==> config.mk <==
export PLATFORM = sky130hd
export DESIGN_NAME = mc_ctrl_fsm
export DESIGN_NICKNAME = d
export VERILOG_FILES = /design/src/rtl/mc_ctrl_pkg.sv /design/src/rtl/mc_ctrl_out_dec.sv /design/src/rtl/mc_ctrl_fsm.sv
export SDC_FILE = /design/constraint.sdc
export NUM_CORES = 1
export LEC_CHECK = 0
export CAP_MARGIN = 20
export CORE_ASPECT_RATIO = 1.5
export CORE_MARGIN = 1
export CORE_UTILIZATION = 30
export CTS_CLUSTER_DIAMETER = 60
export DETAILED_ROUTE_END_ITERATION = 10
export GPL_TIMING_DRIVEN = 0
export PLACE_DENSITY = 0.58
export SETUP_SLACK_MARGIN = 0.2
export SYNTH_ARGS = -nofsm -noshare
export SYNTH_HDL_FRONTEND = slang
export SYNTH_SLANG_ARGS = --single-unit
==> constraint.sdc <==
create_clock -name clk -period 4.5 [get_ports clk]
set_clock_uncertainty 0.15 [all_clocks]
set_input_delay 1.125 -clock clk [delete_from_list [all_inputs] [get_ports clk]]
set_output_delay 1.125 -clock clk [all_outputs]
set_load 0.03 [all_outputs]
==> src/rtl/mc_ctrl_pkg.sv <==
// Shared types and constants for the multi-cycle main control FSM.
// The optional MC_CTRL_PERF_EN build needs no extra package content.
`timescale 1ns/1ps
package mc_ctrl_pkg;

  typedef enum logic [3:0] {
    IDLE,
    FETCH,
    DECODE,
    EXEC_R,
    EXEC_ADDI,
    EXEC_SUBI,
    I_WB,
    R_WB,
    MEM_ADDR,
    MEM_RD,
    MEM_WR,
    LW_WB,
    BRANCH
  } state_t;

  localparam logic [5:0] OP_RTYPE = 6'h00;
  localparam logic [5:0] OP_LW    = 6'h23;
  localparam logic [5:0] OP_SW    = 6'h2B;
  localparam logic [5:0] OP_ADDI  = 6'h08;
  localparam logic [5:0] OP_SUBI  = 6'h0A;
  localparam logic [5:0] OP_BEQ   = 6'h04;

  localparam logic [1:0] ALUOP_RTYPE = 2'b10;
  localparam logic [1:0] ALUOP_ADD   = 2'b00;
  localparam logic [1:0] ALUOP_SUB   = 2'b01;
  localparam logic [1:0] ALUOP_BEQ   = 2'b11;

  localparam logic [1:0] SRCB_REG   = 2'b00;
  localparam logic [1:0] SRCB_FOUR  = 2'b01;
  localparam logic [1:0] SRCB_IMM   = 2'b10;
  localparam logic [1:0] SRCB_IMMSH = 2'b11;

  typedef struct packed {
    logic [1:0] alu_op;
    logic       alu_src_a;
    logic [1:0] alu_src_b;
    logic       pc_write;
    logic       pc_write_cond;
    logic       pc_src;
    logic       i_or_d;
    logic       mem_read;
    logic       mem_write;
    logic       ir_write;
    logic       reg_write;
    logic       reg_dst;
    logic       mem_to_reg;
  } ctrl_t;

  // States that own a memory access and may stall on mem_ready.
  function automatic logic is_mem_state(input state_t s);
    return (s == FETCH) || (s == MEM_RD) || (s == MEM_WR);
  endfunction

endpackage

==> src/rtl/mc_ctrl_out_dec.sv <==
// Moore decoder: current FSM state to datapath control word.
// FETCH completion strobes (ir_write/pc_write) are added by the FSM core.
`timescale 1ns/1ps
module mc_ctrl_out_dec
  import mc_ctrl_pkg::*;
(
  input  state_t state,
  output ctrl_t  ctrl
);

  always_comb begin
    ctrl = '0;
    case (state)
      FETCH: begin
        ctrl.mem_read  = 1'b1;
        ctrl.i_or_d    = 1'b0;
        ctrl.alu_src_a = 1'b0;
        ctrl.alu_src_b = SRCB_FOUR;
        ctrl.alu_op    = ALUOP_ADD;
      end
      DECODE: begin
        ctrl.alu_src_a = 1'b0;
        ctrl.alu_src_b = SRCB_IMMSH;
        ctrl.alu_op    = ALUOP_ADD;
      end
      EXEC_R: begin
        ctrl.alu_src_a = 1'b1;
        ctrl.alu_src_b = SRCB_REG;
        ctrl.alu_op    = ALUOP_RTYPE;
      end
      EXEC_ADDI, MEM_ADDR: begin
        ctrl.alu_src_a = 1'b1;
        ctrl.alu_src_b = SRCB_IMM;
        ctrl.alu_op    = ALUOP_ADD;
      end
      EXEC_SUBI: begin
        ctrl.alu_src_a = 1'b1;
        ctrl.alu_src_b = SRCB_IMM;
        ctrl.alu_op    = ALUOP_SUB;
      end
      R_WB: begin
        ctrl.reg_write = 1'b1;
        ctrl.reg_dst   = 1'b1;
      end
      I_WB: begin
        ctrl.reg_write = 1'b1;
      end
      MEM_RD: begin
        ctrl.mem_read = 1'b1;
        ctrl.i_or_d   = 1'b1;
      end
      MEM_WR: begin
        ctrl.mem_write = 1'b1;
        ctrl.i_or_d    = 1'b1;
      end
      LW_WB: begin
        ctrl.reg_write  = 1'b1;
        ctrl.mem_to_reg = 1'b1;
      end
      BRANCH: begin
        ctrl.alu_src_a     = 1'b1;
        ctrl.alu_src_b     = SRCB_REG;
        ctrl.alu_op        = ALUOP_BEQ;
        ctrl.pc_write_cond = 1'b1;
        ctrl.pc_src        = 1'b1;
      end
      default: ctrl = '0;
    endcase
  end

endmodule

==> src/rtl/mc_ctrl_fsm.sv <==
// Multi-cycle MIPS-subset main control FSM with memory wait timeout.
// Define MC_CTRL_PERF_EN to add cycle_cnt/instr_cnt performance counters.
`timescale 1ns/1ps
module mc_ctrl_fsm
  import mc_ctrl_pkg::*;
#(
  parameter int MEM_WAIT_MAX = 15
) (
  input  logic        clk,
  input  logic        rst_n,
  input  logic [5:0]  opcode,
  input  logic        zero,
  input  logic        mem_ready,
  output logic [1:0]  alu_op,
  output logic        alu_src_a,
  output logic [1:0]  alu_src_b,
  output logic        pc_write,
  output logic        pc_write_cond,
  output logic        pc_src,
  output logic        i_or_d,
  output logic        mem_read,
  output logic        mem_write,
  output logic        ir_write,
  output logic        reg_write,
  output logic        reg_dst,
  output logic        mem_to_reg,
  output logic        illegal,
  output logic        timeout
`ifdef MC_CTRL_PERF_EN
  ,
  output logic [31:0] cycle_cnt,
  output logic [31:0] instr_cnt
`endif
);

  localparam logic [3:0] WAIT_LAST = 4'(MEM_WAIT_MAX - 1);

  state_t     state;
  logic [3:0] wait_cnt;
  ctrl_t      ctrl;
  logic       mem_wait;
  logic       wait_expired;
  logic       fetch_done;
  logic       unused;

  // zero only qualifies pc_write_cond inside the datapath's PC enable.
  assign unused = zero;

  assign mem_wait     = is_mem_state(state) && !mem_ready;
  assign wait_expired = (wait_cnt == WAIT_LAST);
  assign fetch_done   = (state == FETCH) && mem_ready;

  always_ff @(posedge clk or negedge rst_n) begin
    if (!rst_n) begin
      state    <= IDLE;
      wait_cnt <= '0;
      timeout  <= 1'b0;
      illegal  <= 1'b0;
    end else begin
      illegal <= 1'b0;
      if (mem_wait) begin
        // A stalled access that exhausts its budget is dropped; restart at FETCH.
        if (wait_expired) begin
          timeout  <= 1'b1;
          state    <= FETCH;
          wait_cnt <= '0;
        end else begin
          wait_cnt <= wait_cnt + 4'd1;
        end
      end else begin
        wait_cnt <= '0;
        case (state)
          IDLE:   state <= FETCH;
          FETCH:  state <= DECODE;
          DECODE: begin
            case (opcode)
              OP_RTYPE:     state <= EXEC_R;
              OP_LW, OP_SW: state <= MEM_ADDR;
              OP_ADDI:      state <= EXEC_ADDI;
              OP_SUBI:      state <= EXEC_SUBI;
              OP_BEQ:       state <= BRANCH;
              default: begin
                state   <= FETCH;
                illegal <= 1'b1;
              end
            endcase
          end
          EXEC_R:              state <= R_WB;
          EXEC_ADDI, EXEC_SUBI: state <= I_WB;
          MEM_ADDR:            state <= (opcode == OP_LW) ? MEM_RD : MEM_WR;
          MEM_RD:              state <= LW_WB;
          MEM_WR, R_WB, I_WB, LW_WB, BRANCH: state <= FETCH;
          default:             state <= IDLE;
        endcase
      end
    end
  end

  mc_ctrl_out_dec u_out_dec (
    .state (state),
    .ctrl  (ctrl)
  );

  assign alu_op        = ctrl.alu_op;
  assign alu_src_a     = ctrl.alu_src_a;
  assign alu_src_b     = ctrl.alu_src_b;
  assign pc_write      = ctrl.pc_write | fetch_done;
  assign pc_write_cond = ctrl.pc_write_cond;
  assign pc_src        = ctrl.pc_src;
  assign i_or_d        = ctrl.i_or_d;
  assign mem_read      = ctrl.mem_read;
  assign mem_write     = ctrl.mem_write;
  assign ir_write      = ctrl.ir_write | fetch_done;
  assign reg_write     = ctrl.reg_write;
  assign reg_dst       = ctrl.reg_dst;
  assign mem_to_reg    = ctrl.mem_to_reg;

`ifdef MC_CTRL_PERF_EN
  logic instr_done;

  // An abandoned (timed-out) store does not retire.
  assign instr_done = (state == R_WB) || (state == I_WB) || (state == LW_WB) ||
                      (state == BRANCH) || ((state == MEM_WR) && mem_ready);

  always_ff @(posedge clk or negedge rst_n) begin
    if (!rst_n) begin
      cycle_cnt <= '0;
      instr_cnt <= '0;
    end else begin
      if (state != IDLE) cycle_cnt <= cycle_cnt + 32'd1;
      if (instr_done)    instr_cnt <= instr_cnt + 32'd1;
    end
  end
`endif

endmodule

==> flow_metrics.env <==
export IMPL_status="finished, final reports clean"
export IMPL_wl_per_cell_um=13.5
export IMPL_overflow=0
export IMPL_dieHeight_um=67.2
export IMPL_hpwl_mm=1.81
export IMPL_hold_buffers=0
export IMPL_yosys_top_cells_area="dfrtp_1, nor2_1, a21oi_1"
export IMPL_max_stage_delay_ns=0.66
export IMPL_fmax_mhz=241
export IMPL_dp_cells=167
export IMPL_r2r_start="state[0]"
export IMPL_syn_nets=119
export IMPL_ff2ff_path_depth=4
export IMPL_final_setup_tns_ns=0
export IMPL_cp_common_cell="clkdlybuf4s50_1"
export IMPL_p_switching_w=0.000320
export IMPL_worst_setup_path_start_kind="primary input"
export IMPL_tightest_slew_ns=0.435
export IMPL_start_util=0.317
export IMPL_path_max_fanout=8
export IMPL_cts_buffers=3
export IMPL_hold_ws_ns=0.325
export IMPL_cts_num_sinks=10
export IMPL_post_cts_buffers=0
export IMPL_area_growth_syn_to_layout_pct=37.4
export IMPL_yosysMostFrequentCell="nor2_1"
export IMPL_finalMaxSlewViolations=0
export IMPL_multi_input_area_um2=541
export IMPL_totalWireLength_mm=2.30
export IMPL_yosysSeqAreaShare=0.295
export IMPL_required_ns=3.22
export IMPL_io_pins=27
export IMPL_path_class="primary input to primary output"
export IMPL_clock_latency_ns=0.23
export IMPL_core_area_mm2=0.00268
export IMPL_power_internal_w=0.000351
export IMPL_crit_slowest_cell="clkdlybuf4s50_1"
export IMPL_grt_antenna_before_repair=0
export IMPL_nets=147
export IMPL_synth_top_area_share=0.295
export IMPL_first_global_vias=885
export IMPL_yosys_warnings=0
export IMPL_crit_chain="clkdlybuf4s50_1 -> inv_1 -> nor3_1 -> buf_4 -> clkdlybuf4s50_1"
export IMPL_timing_rr_end="state[0]"
export IMPL_fin_crit_sh=0.923
export IMPL_final_hold_viol_count=0
export IMPL_ff2ff_setup_slack_ns=2.80
export IMPL_cts_tree="done"
export IMPL_grt_max_degree=11
export IMPL_cts_root_buf="clkbuf_8"
export IMPL_max_cap_viol_count=0
export IMPL_fin_cells=170
export IMPL_arrival_ns=2.88
export IMPL_hold_class="flip-flop to flip-flop"
export IMPL_peakVddDrop_uv=266
export IMPL_dieArea_mm2=0.00305
export IMPL_switching_share=0.477
export IMPL_grt_use_total=0.170
export IMPL_cts_max_path_buffers=2
export IMPL_critPathTopFamily="buffers and inverters"
export IMPL_finalPower_w=0.000671
export IMPL_power_leakage_nw=0.462
export IMPL_cts_clk_slew_worst_paths_ns=0.04
export IMPL_setup_viol=0
export IMPL_ys_top_cells_by_count="nor2_1, dfrtp_1, a21oi_1, nand2_1"
export IMPL_grt_pass1_wl_mm=3.88
export IMPL_drtAntennaViolNets=0
export IMPL_synth_enable_flop_cells=0
export IMPL_vias=925
export IMPL_die_x_um=45.5
export IMPL_holdPathEnd="timeout"
export IMPL_path_buf_inv=4
export IMPL_power_per_cell_area_mw_per_mm2=574
export IMPL_cts_repair_resized=0
export IMPL_postSynthAreaPerCell_um2=7.94
export IMPL_core_rowCount=23
export IMPL_num_antenna_cells=0
export IMPL_hold_depth=1
export IMPL_relSlewSlack=0.709
export IMPL_drc=0
export IMPL_final_layout_size_suffix_gt1_frac=0.105
export IMPL_finalCriticalPeriod_ns=4.15
export IMPL_vias_per_cell=5.44
export IMPL_htreeDepth=1
export IMPL_power_frac_clock=0.132
export IMPL_fill_cells=295
export IMPL_place_congestion=0.796
export IMPL_syn_cell_area_um2=850
export IMPL_grt_setup_unrepaired="false"
export IMPL_drt_iter0_markers=52
export IMPL_async_flop_share=1.00
export IMPL_postSynthCellCount=107
export IMPL_min_delay_start="timeout"
export IMPL_first_pass_iters=4
export IMPL_end_kind="primary output"
export IMPL_yosys_register_bits=10
export IMPL_port_buffers=23
export IMPL_power_frac_seq=0.202
export IMPL_ys_flop_type="dfrtp_1"
export IMPL_regArea_um2=250
export IMPL_combPwrFrac=0.665
export IMPL_ys_types=44
export IMPL_yosysTopAreaCell="dfrtp_1"
==> worst reg2reg max path, delay by kind of cell (launching register included) <==
family	cells	cell delay (ns)
flip-flops	1	0.44
AO/OA/AOI/OAI	2	0.28
AND/OR/NAND/NOR	2	0.74
==> metal layers <==
metal  track usage  vias to the layer above  share of wire
met5             0                        -              0
met4        0.0758                        0          0.011
met3        0.0107                        4          0.036
met2         0.321                       28           0.54
met1         0.182                      446           0.41
li1              -                      447              -
==> per-stage QoR <==
step / utilization / setup WS [ns] / cell area, um2
3_3_place_gp: 0.421 / 0.380 / 1130
5_1_grt: 0.436 / 0.282 / 1170
2_1_floorplan: - / 1.03 / 850
6_report: 0.436 / 0.345 / 1170
4_1_cts: 0.436 / 0.324 / 1170
3_5_place_dp: 0.421 / 0.333 / 1130
==> power by group through the flow <==
stage / Combinational (W) / Sequential (W) / Clock, W
final: 0.000446 / 0.000136 / 0.0000886
after global routing: 0.000486 / 0.000138 / 0.0000983
after CTS: 0.000449 / 0.000135 / 0.0000927
after detailed placement: 0.000446 / 0.000137 / 0
after global placement: 0.000441 / 0.000136 / 0
after floorplan: 0.000293 / 0.000137 / 0
==> logic make-up (layout without fill, tap and decap cells) <==
| group | count (synthesis) | count (layout) | synth area share |
|---|---|---|---|
| buffers and inverters | 13 | 39 | 0.0692 |
| adder cells (fa/ha/maj) | 2 | 2 | 0.0295 |
| XOR/XNOR | 2 | 2 | 0.0206 |
| multiplexers | 1 | 1 | 0.0118 |
| flip-flops | 10 | 10 | 0.295 |
| AO/OA/AOI/OAI | 36 | 36 | 0.289 |
| AND/OR/NAND/NOR | 43 | 43 | 0.286 |
==> placed cells by master, fill, tap and decap left out, types with 2 or more instances in the layout <==
master / n
a21oi_1: 8
nor3b_1: 2
ha_1: 2
nand2b_1: 3
o21ai_0: 5
o31ai_1: 2
dfrtp_1: 10
buf_2: 2
o21bai_1: 3
nand2_1: 6
inv_1: 5
nor3_1: 2
clkbuf_1: 4
buf_4: 2
clkbuf_8: 3
o21a_1: 2
nand3_1: 2
nor2b_1: 3
nor2_1: 13
or2_2: 3
a31oi_1: 4
clkdlybuf4s50_1: 23
==> worst max-delay path by stage <==
stage / start / end / slack, ns / depth (start not counted)
4_1_cts: mem_ready / pc_write / 0.32 / 5
3_3_place_gp: mem_ready / pc_write / 0.38 / 5
2_1_floorplan: mem_ready / pc_write / 1.03 / 3
5_1_grt: mem_ready / pc_write / 0.28 / 5
3_5_place_dp: mem_ready / pc_write / 0.33 / 5
6_report: mem_ready / pc_write / 0.35 / 5
==> final cells by class <==
cell class | instances | share of cell area
Multi-Input combinational cell | 84 | 0.463
Clock buffer | 3 | 0.0354
Timing Repair Buffer | 23 | 0.197
Buffer | 8 | 0.0343
Sequential cell | 10 | 0.214
Inverter | 5 | 0.0161
Tap cell | 37 | 0.0397
==> flip-flops by register name (all words and copies together) (netlist names) <==
signal and cells:
wait_cnt 4, illegal 1, state 4, timeout 1
Note: power is estimated with default switching activity, not from simulation.
